--- src/rtl/bb_mac_pkg.sv ---
// Shared definitions for the Bitblade MAC controller: opcodes, FSM encoding,
// mode constants, the activation offset mask and the Bitblade result width.
package bb_mac_pkg;

  localparam logic [2:0] OP_MAC      = 3'd0;
  localparam logic [2:0] OP_CLEAR    = 3'd1;
  localparam logic [2:0] OP_SET_MODE = 3'd2;
  localparam logic [2:0] OP_READ     = 3'd3;

  localparam logic MODE_SIGNED   = 1'b0;
  localparam logic MODE_UNSIGNED = 1'b1;

  localparam logic [31:0] OFFSET_MASK = 32'h8080_8080;
  localparam int          BB_RES_W    = 18;

  typedef enum logic [1:0] {
    ST_IDLE    = 2'd0,
    ST_PASS_HI = 2'd1,
    ST_PASS_LO = 2'd2,
    ST_RESP    = 2'd3
  } state_t;

  // Replicates each byte's sign bit across that byte.
  function automatic logic [31:0] sign_bytes(input logic [31:0] b);
    return {{8{b[31]}}, {8{b[23]}}, {8{b[15]}}, {8{b[7]}}};
  endfunction

endpackage

--- src/rtl/bb_mac_accum.sv ---
// Accumulator with clear and add; the add saturates on signed overflow when
// BB_MAC_SATURATE_EN is defined and wraps otherwise.
module bb_mac_accum
  import bb_mac_pkg::*;
#(
  parameter int ACC_W = 32
) (
  input  logic             clk,
  input  logic             reset,
  input  logic             clear_i,
  input  logic             add_i,
  input  logic [ACC_W-1:0] addend_i,
  output logic [ACC_W-1:0] acc_o,
  output logic [ACC_W-1:0] acc_next_o
);

  logic [ACC_W-1:0] acc_q, acc_d;
  logic [ACC_W-1:0] sum_raw, sum_fin;

  assign sum_raw = acc_q + addend_i;

`ifdef BB_MAC_SATURATE_EN
  logic ovf;
  // Overflow only when both operands share a sign the result does not.
  assign ovf = (acc_q[ACC_W-1] == addend_i[ACC_W-1]) &&
               (sum_raw[ACC_W-1] != acc_q[ACC_W-1]);
  assign sum_fin = !ovf ? sum_raw :
                   acc_q[ACC_W-1] ? {1'b1, {(ACC_W-1){1'b0}}} :
                                    {1'b0, {(ACC_W-1){1'b1}}};
`else
  assign sum_fin = sum_raw;
`endif

  always_comb begin
    acc_d = acc_q;
    if (clear_i)    acc_d = '0;
    else if (add_i) acc_d = sum_fin;
  end

  always_ff @(posedge clk) begin
    if (reset) acc_q <= '0;
    else       acc_q <= acc_d;
  end

  assign acc_o      = acc_q;
  assign acc_next_o = sum_fin;

endmodule

--- src/rtl/bitblade_mac_ctrl.sv ---
// CPU custom-instruction front end driving a shared external Bitblade for
// int8 dot products. Optional saturation: BB_MAC_SATURATE_EN.
//
// state   | meaning
// IDLE    | ready for a command
// PASS_HI | Bitblade fed sign-replicated filter bytes; result kept as hi
// PASS_LO | Bitblade fed raw filter bytes; accumulate
// RESP    | response held until rsp_ready
module bitblade_mac_ctrl
  import bb_mac_pkg::*;
#(
  parameter int ACC_W = 32
) (
  input  logic             clk,
  input  logic             reset,
  input  logic             cmd_valid,
  output logic             cmd_ready,
  input  logic [9:0]       cmd_payload_function_id,
  input  logic [31:0]      cmd_payload_inputs_0,
  input  logic [31:0]      cmd_payload_inputs_1,
  output logic             rsp_valid,
  input  logic             rsp_ready,
  output logic [ACC_W-1:0] rsp_payload_outputs_0,
  output logic [31:0]      bb_in_a,
  output logic [31:0]      bb_in_b,
  input  logic [BB_RES_W-1:0] bb_out_c
);

  state_t              state_q;
  logic [31:0]         a_q, b_q;
  logic                mode_q, mac_mode_q;
  logic [BB_RES_W-1:0] hi_q;
  logic                rsp_valid_q;
  logic [ACC_W-1:0]    rsp_data_q;

  logic [2:0]       funct3;
  logic             accept;
  logic [15:0]      sum16;
  logic [ACC_W-1:0] mac_sum, acc, acc_next;
  logic             unused_bits;

  assign funct3 = cmd_payload_function_id[2:0];
  assign accept = (state_q == ST_IDLE) && cmd_valid;

  // Only the low 16 bits of (hi<<8)+lo survive, so hi[7:0] is all that matters.
  assign sum16   = {hi_q[7:0], 8'h00} + bb_out_c[15:0];
  assign mac_sum = (mac_mode_q == MODE_SIGNED) ? {{(ACC_W-16){sum16[15]}}, sum16}
                                               : {{(ACC_W-BB_RES_W){1'b0}}, bb_out_c};

  bb_mac_accum #(.ACC_W(ACC_W)) u_accum (
    .clk        (clk),
    .reset      (reset),
    .clear_i    (accept && (funct3 == OP_CLEAR)),
    .add_i      (state_q == ST_PASS_LO),
    .addend_i   (mac_sum),
    .acc_o      (acc),
    .acc_next_o (acc_next)
  );

  always_ff @(posedge clk) begin
    if (reset) begin
      state_q     <= ST_IDLE;
      a_q         <= '0;
      b_q         <= '0;
      mode_q      <= MODE_SIGNED;
      mac_mode_q  <= MODE_SIGNED;
      hi_q        <= '0;
      rsp_valid_q <= 1'b0;
      rsp_data_q  <= '0;
    end else begin
      case (state_q)
        ST_IDLE: begin
          if (cmd_valid) begin
            a_q        <= cmd_payload_inputs_0 ^ OFFSET_MASK;
            b_q        <= cmd_payload_inputs_1;
            mac_mode_q <= mode_q;
            case (funct3)
              OP_MAC: begin
                state_q <= (mode_q == MODE_SIGNED) ? ST_PASS_HI : ST_PASS_LO;
              end
              OP_SET_MODE: begin
                mode_q      <= cmd_payload_inputs_0[0];
                rsp_data_q  <= {{(ACC_W-1){1'b0}}, mode_q};
                rsp_valid_q <= 1'b1;
                state_q     <= ST_RESP;
              end
              OP_READ: begin
                rsp_data_q  <= acc;
                rsp_valid_q <= 1'b1;
                state_q     <= ST_RESP;
              end
              default: begin
                rsp_data_q  <= '0;
                rsp_valid_q <= 1'b1;
                state_q     <= ST_RESP;
              end
            endcase
          end
        end
        ST_PASS_HI: begin
          hi_q    <= bb_out_c;
          state_q <= ST_PASS_LO;
        end
        ST_PASS_LO: begin
          rsp_data_q  <= acc_next;
          rsp_valid_q <= 1'b1;
          state_q     <= ST_RESP;
        end
        ST_RESP: begin
          if (rsp_ready) begin
            rsp_valid_q <= 1'b0;
            state_q     <= ST_IDLE;
          end
        end
        default: state_q <= ST_IDLE;
      endcase
    end
  end

  assign cmd_ready             = (state_q == ST_IDLE);
  assign rsp_valid             = rsp_valid_q;
  assign rsp_payload_outputs_0 = rsp_data_q;

  assign bb_in_a = ((state_q == ST_PASS_HI) || (state_q == ST_PASS_LO)) ? a_q : '0;
  assign bb_in_b = (state_q == ST_PASS_HI) ? sign_bytes(b_q) :
                   (state_q == ST_PASS_LO) ? b_q : '0;

  assign unused_bits = ^{cmd_payload_function_id[9:3], hi_q[BB_RES_W-1:8]};

endmodule

--- config.mk ---
export PLATFORM = sky130hd
export DESIGN_NAME = bitblade_mac_ctrl
export DESIGN_NICKNAME = d
export VERILOG_FILES = /design/src/rtl/bb_mac_pkg.sv /design/src/rtl/bb_mac_accum.sv /design/src/rtl/bitblade_mac_ctrl.sv
export SDC_FILE = /design/constraint.sdc
export NUM_CORES = 1
export LEC_CHECK = 0
export CORE_MARGIN = 2
export CORE_UTILIZATION = 45
export DETAILED_ROUTE_END_ITERATION = 10
export HOLD_SLACK_MARGIN = 0.03
export PLACE_DENSITY = 0.73
export SYNTH_ARGS = -nofsm -noshare
export SYNTH_HDL_FRONTEND = slang
export SYNTH_HIERARCHICAL = 1
export SYNTH_SLANG_ARGS = --single-unit
--- constraint.sdc ---
create_clock -name clk -period 9.05 [get_ports clk]
set_input_delay 1.81 -clock clk [delete_from_list [all_inputs] [get_ports clk]]
set_output_delay 1.81 -clock clk [all_outputs]
set_load 0.01 [all_outputs]
Word level (Yosys, flattened, before mapping) --
Index checks and enable logic that the tools add are counted.
Operators by class: add/subtract/negate cells 2, equal/unequal tests 9, mux-type cells 16, bitwise operators 1, reductions and logical operators 13
Operator list (number):
- $mux 32 | 5
- $pmux 32 s3 | 1
- $pmux 32 s2 | 1
- $add 32x32->32 | 1
- $add 16x16->16 | 1
- $mux 2 | 4
- $pmux 2 s4 | 1
- $eq 3x2->1 const B | 2
- $ne 2x2->1 const B | 3
- $reduce_and 3->1 | 2
- $eq 2x2->1 const B | 2
- $not 4->4 | 1
- $reduce_and 2->1 | 2
- $reduce_and 4->1 | 1
- $eq 3x1->1 const B | 1
- $logic_not 3->1 | 1
- $mux 1 | 3
- $pmux 1 s3 | 1
- $reduce_bool 3->1 | 1
- $eq 2x1->1 const B | 1
- $logic_and 1x1->1 | 2
- $logic_not 2->1 | 1
- $reduce_bool 2->1 | 1
- $reduce_or 2->1 | 1
- $logic_or 1x1->1 | 1
Word-level totals: flip-flop bits (word level) 141, word-level logic and storage cells 50

Logic depth before layout (Yosys ltp) --
depth in word-level cells 4, mapped depth 18, depth with buffers taken out 17

By module --
The synthesis kept the hierarchy.
By module, submodules not included:
- bitblade_mac_ctrl | times used 1, cells each 635, area each 5158.7 um^2, seq. area each 2182.1 um^2
- bb_mac_accum | times used 1, cells each 375, area each 2989.1 um^2, seq. area each 640.6 um^2

Least setup slack after synthesis --
Ideal clock, no wire load.
kind in2reg, start point input port bb_out_c[9], end point register rsp_data_q[31], in the netlist rsp_payload_outputs_0[31], arrival 5798 ps, slack 3167 ps, stages on the path 16, buffers on the path 1, cells stage by stage ha_1 a211oi_2 nor3_4 or4_1 a21oi_1 ha_1 clkbuf_1 a21oi_1 o21ai_0 a21oi_1 o221ai_1 a211oi_2 xor2_1 xnor2_1 a22oi_1 a211oi_1
Between the ends: word-level cells in the longest chain between the ends 4
RTL lines:
- start: declaration | RTL line bitblade_mac_ctrl.sv:26 | input logic [BB_RES_W-1:0] bb_out_c
- $add 16x16->16 | RTL line bitblade_mac_ctrl.sv:46 | assign sum16 = {hi_q[7:0], 8'h00} + bb_out_c[15:0];
- $mux 32 | RTL line bitblade_mac_ctrl.sv:47 | assign mac_sum = (mac_mode_q == MODE_SIGNED) ? {{(ACC_W-16){sum16[15]}}, sum16}
- via mac_sum[18] | RTL line bitblade_mac_ctrl.sv:39 | logic [ACC_W-1:0] mac_sum, acc, acc_next;
- $add 32x32->32 | RTL line bb_mac_accum.sv:20 | assign sum_raw = acc_q + addend_i;
- via acc_next[31] | RTL line bitblade_mac_ctrl.sv:39
- $pmux 32 s2 | RTL line bitblade_mac_ctrl.sv:71 | case (state_q)
- end signal: assignment | RTL line bitblade_mac_ctrl.sv:83 | rsp_data_q <= {{(ACC_W-1){1'b0}}, mode_q};
- end signal: assignment | RTL line bitblade_mac_ctrl.sv:105 | rsp_data_q <= acc_next;
- end: declaration | RTL line bitblade_mac_ctrl.sv:34 | logic [ACC_W-1:0] rsp_data_q;
The timed path passes the listed nets, and every way through them passes these cells. A chain may end at the register's enable or synchronous reset.

Worst setup path in the final report --
Ends and elaborated chain as after synthesis.

==> metrics <==
Synth Area in Compound Gates 25.8%; vias in the first global route 7200; Die Y 139 µm; Sw Ratio 42.8%; number of synthesized flops with an enable pin 0; Max Clock Skew 15.0 ps; R2R depth 15; Setup TNS 0 ps; detailed router's first-iteration violation count 409; kind of critical path in2reg; TritonCTS Buffers 17; worst hold endpoint a_q[29]$_SDFFE_PP0P_; outcome finished, final reports clean; CORE AREA 17800 µm²; grt total ovfl 0; Pleak 0.00434 µW; Crit Reg-Reg Endpoint rsp_payload_outputs_0[31]$_SDFFE_PP0P_; Avg WL per Cell 16.1 µm; first-pass GRT wire length 36800 µm; Flop pwr share 25.7%; combinational power share 54.3%; CP Launch Point bb_out_c[9]; Distinct cells, synth 69; layout cells sized above 1 5.69%; RSZ-0062 raised after global routing no; Final min period 6140 ps; Slew HR 24.1%; hold_buf cts 0; CTS tree done; Die W 139 µm; Design Area, Final 10700 µm²; sw power 1550 µW; Hold Crit Start a_q[29]$_SDFFE_PP0P_; fin nets 1288; multi-input logic area 4980 µm²; initial antenna violation count 0; hold depth 2; DRC 0; Seq cells post-synth 141; CTS H-tree depth 4; cells resized by post-CTS repair 0; Crit. End Element flop; routed vias/inst 5.53; area fraction of the dominant cell type after synthesis 34.6%; Synth area leaders dfxtp_1 (35%), nand2_1 (6.9%), ha_1 (6.6%), a21oi_1 (6.3%), a21o_1 (4.4%); Power Dens Cells 340 nW/µm²; ys async rst share 0%; Worst-Margin Slew 1130 ps; Tcrit/Tclk final 67.8%; Area after DPL 10100 µm²; clk_lat worst skew 430 ps; Post-Synth Adder-Cell Area 7.09%; synthesized cell area 8150 µm²; Final ANT Viol Nets 0; Worst R2R Start hi_q[1]$_SDFFE_PP0P_; most common cell after layout, fill and taps aside clkdlybuf4s50_1; HP Class reg2reg; Clock power frac 20.0%; P&R area growth vs syn 31.0%; number of max-cap violations 0; max-slew violation count 0; die area 19200 µm²; peak supply drop 230 µV; # clock sinks 141; CP Max Fanout 16; Internal 2070 µW; clock buffer depth 2; total vias in the final route 7687; Main synth FF type dfxtp_1; area occupied by registers 2820 µm²; final WL 22300 µm; XOR/XNOR Fraction of Synth Area 3.44%; post-synth top area cell dfxtp_1; Root Driver clkbuf_16; Total Routing Usage GR 23.2%; Reg clk slew, reported paths 60 ps; WHS 449 ps; most frequent cells in the layout clkdlybuf4s50_1 (185), nand2_1 (150), dfxtp_1 (141); # setup viols final 0; Top Ports 194; final hold vios 0; crit path DAT 6480 ps; CP startpoint kind primary input; Post-Synth Simple-Gate Area 20.8%; first-pass iteration count of the detailed router 5; Synth warnings 6; synthesized area per cell 8.07 µm²; largest net degree at the start of global routing 68; register area share after synthesis 34.6%; slack of the worst reg-to-reg path 4430 ps; initial core utilization 45.7%; port bufs 186; Post-DP HPWL 15700 µm; row count 49; fillers 1642; Syn Nets 1151; Req. time, crit path 9390 ps; GP Congestion 0.856; diodes inserted 0; setup bufs post-CTS 0; largest family of logic cells by synthesized area compound AO/OA/AOI/OAI gates; fmax 163 MHz; synthesized instance count 1010; mux contribution to synthesized area 3.82%
critical path, cell delays in order:
cell             delay [ps]
clkdlybuf4s50_1         450
ha_1                    330
a211oi_2                360
nor3_4                  100
or4_1                   500
a21oi_2                 710
ha_1                    450
a21oi_1                 210
o21ai_0                 150
a21oi_1                 200
o221ai_1                180
a211oi_2                340
xor2_1                  200
xnor2_1                 130
a22oi_1                 100
a211oi_1                250
metrics by stage:
stage	power, µW	cells	worst slack, ps	util [%]
after floorplan	2320	1010	3170	-
after global placement	2870	1357	2510	56.4
after detailed placement	2900	1357	2490	56.4
after CTS	3650	1389	2890	59.8
after global routing	3910	1389	2530	59.8
final	3630	1389	2910	59.8
final cells by class:
cell class                      count  share of cell area (%)
Clock inverter                     14                    1.59
Sequential cell                   141                    26.4
Multi-Input combinational cell    778                    46.7
Inverter                           16                   0.563
Clock buffer                       18                    4.11
Tap cell                          229                    2.68
Timing Repair Buffer              193                    17.9
routing by layer:
layer / share of wire (%) / vias to the layer above / GRT usage (%)
met5: 0 / - / 0
met4: 0.94 / 0 / 5.10
met3: 5.5 / 18 / 4.21
met2: 48 / 223 / 39.4
met1: 46 / 3564 / 30.8
li1: - / 3882 / -
sequential cells by signal, summed over array words and instances (netlist names):
signal / count
u_accum/acc_o: 32
state_q: 2
hi_q: 8
mode_q: 1
rsp_valid: 1
b_q: 32
rsp_payload_outputs_0: 32
mac_mode_q: 1
a_q: 32
Yosys cell counts (all sizes together) (4+ instances only):
cell,n
nor4,4
a21o,49
o211ai,8
a211oi,46
or3,5
xnor2,19
a21oi,104
nand2b,4
a22o,4
o21a,4
a21boi,4
a22oi,31
xor2,13
and4,4
nand3,6
or2,4
o21bai,6
nor2,90
a2111oi,4
nand2,151
o21ai,23
nor2b,9
a311o,4
inv,15
mux2i,30
dfxtp,141
buf,18
nor3,16
clkbuf,57
ha,43
and3,7
and2,40
nand4,15
worst max path at each step:
stage | to | slack, ps | depth (start not counted)
floorplan | rsp_payload_outputs_0[31]$_SDFFE_PP0P_ | 3170 | 16
global placement | rsp_payload_outputs_0[31]$_SDFFE_PP0P_ | 2510 | 16
detailed placement | rsp_payload_outputs_0[31]$_SDFFE_PP0P_ | 2490 | 16
CTS | rsp_payload_outputs_0[31]$_SDFFE_PP0P_ | 2890 | 16
global route | rsp_payload_outputs_0[31]$_SDFFE_PP0P_ | 2530 | 16
finish | rsp_payload_outputs_0[31]$_SDFFE_PP0P_ | 2910 | 16
power by group through the flow:
stage / registers, µW / logic [µW] / clock network [µW]
after CTS: 933 / 1970 / 742
final: 932 / 1970 / 725
after floorplan: 947 / 1380 / 0
after global placement: 938 / 1930 / 0
after detailed placement: 944 / 1960 / 0
after global routing: 956 / 2190 / 764
logic make-up after synthesis:
family,Yosys count
AND/OR/NAND/NOR,363
multiplexers,31
buffers and inverters,91
AO/OA/AOI/OAI,307
XOR/XNOR,32
adder cells (fa/ha/maj),45
flip-flops,141
Power figures use the tool's default switching activity.
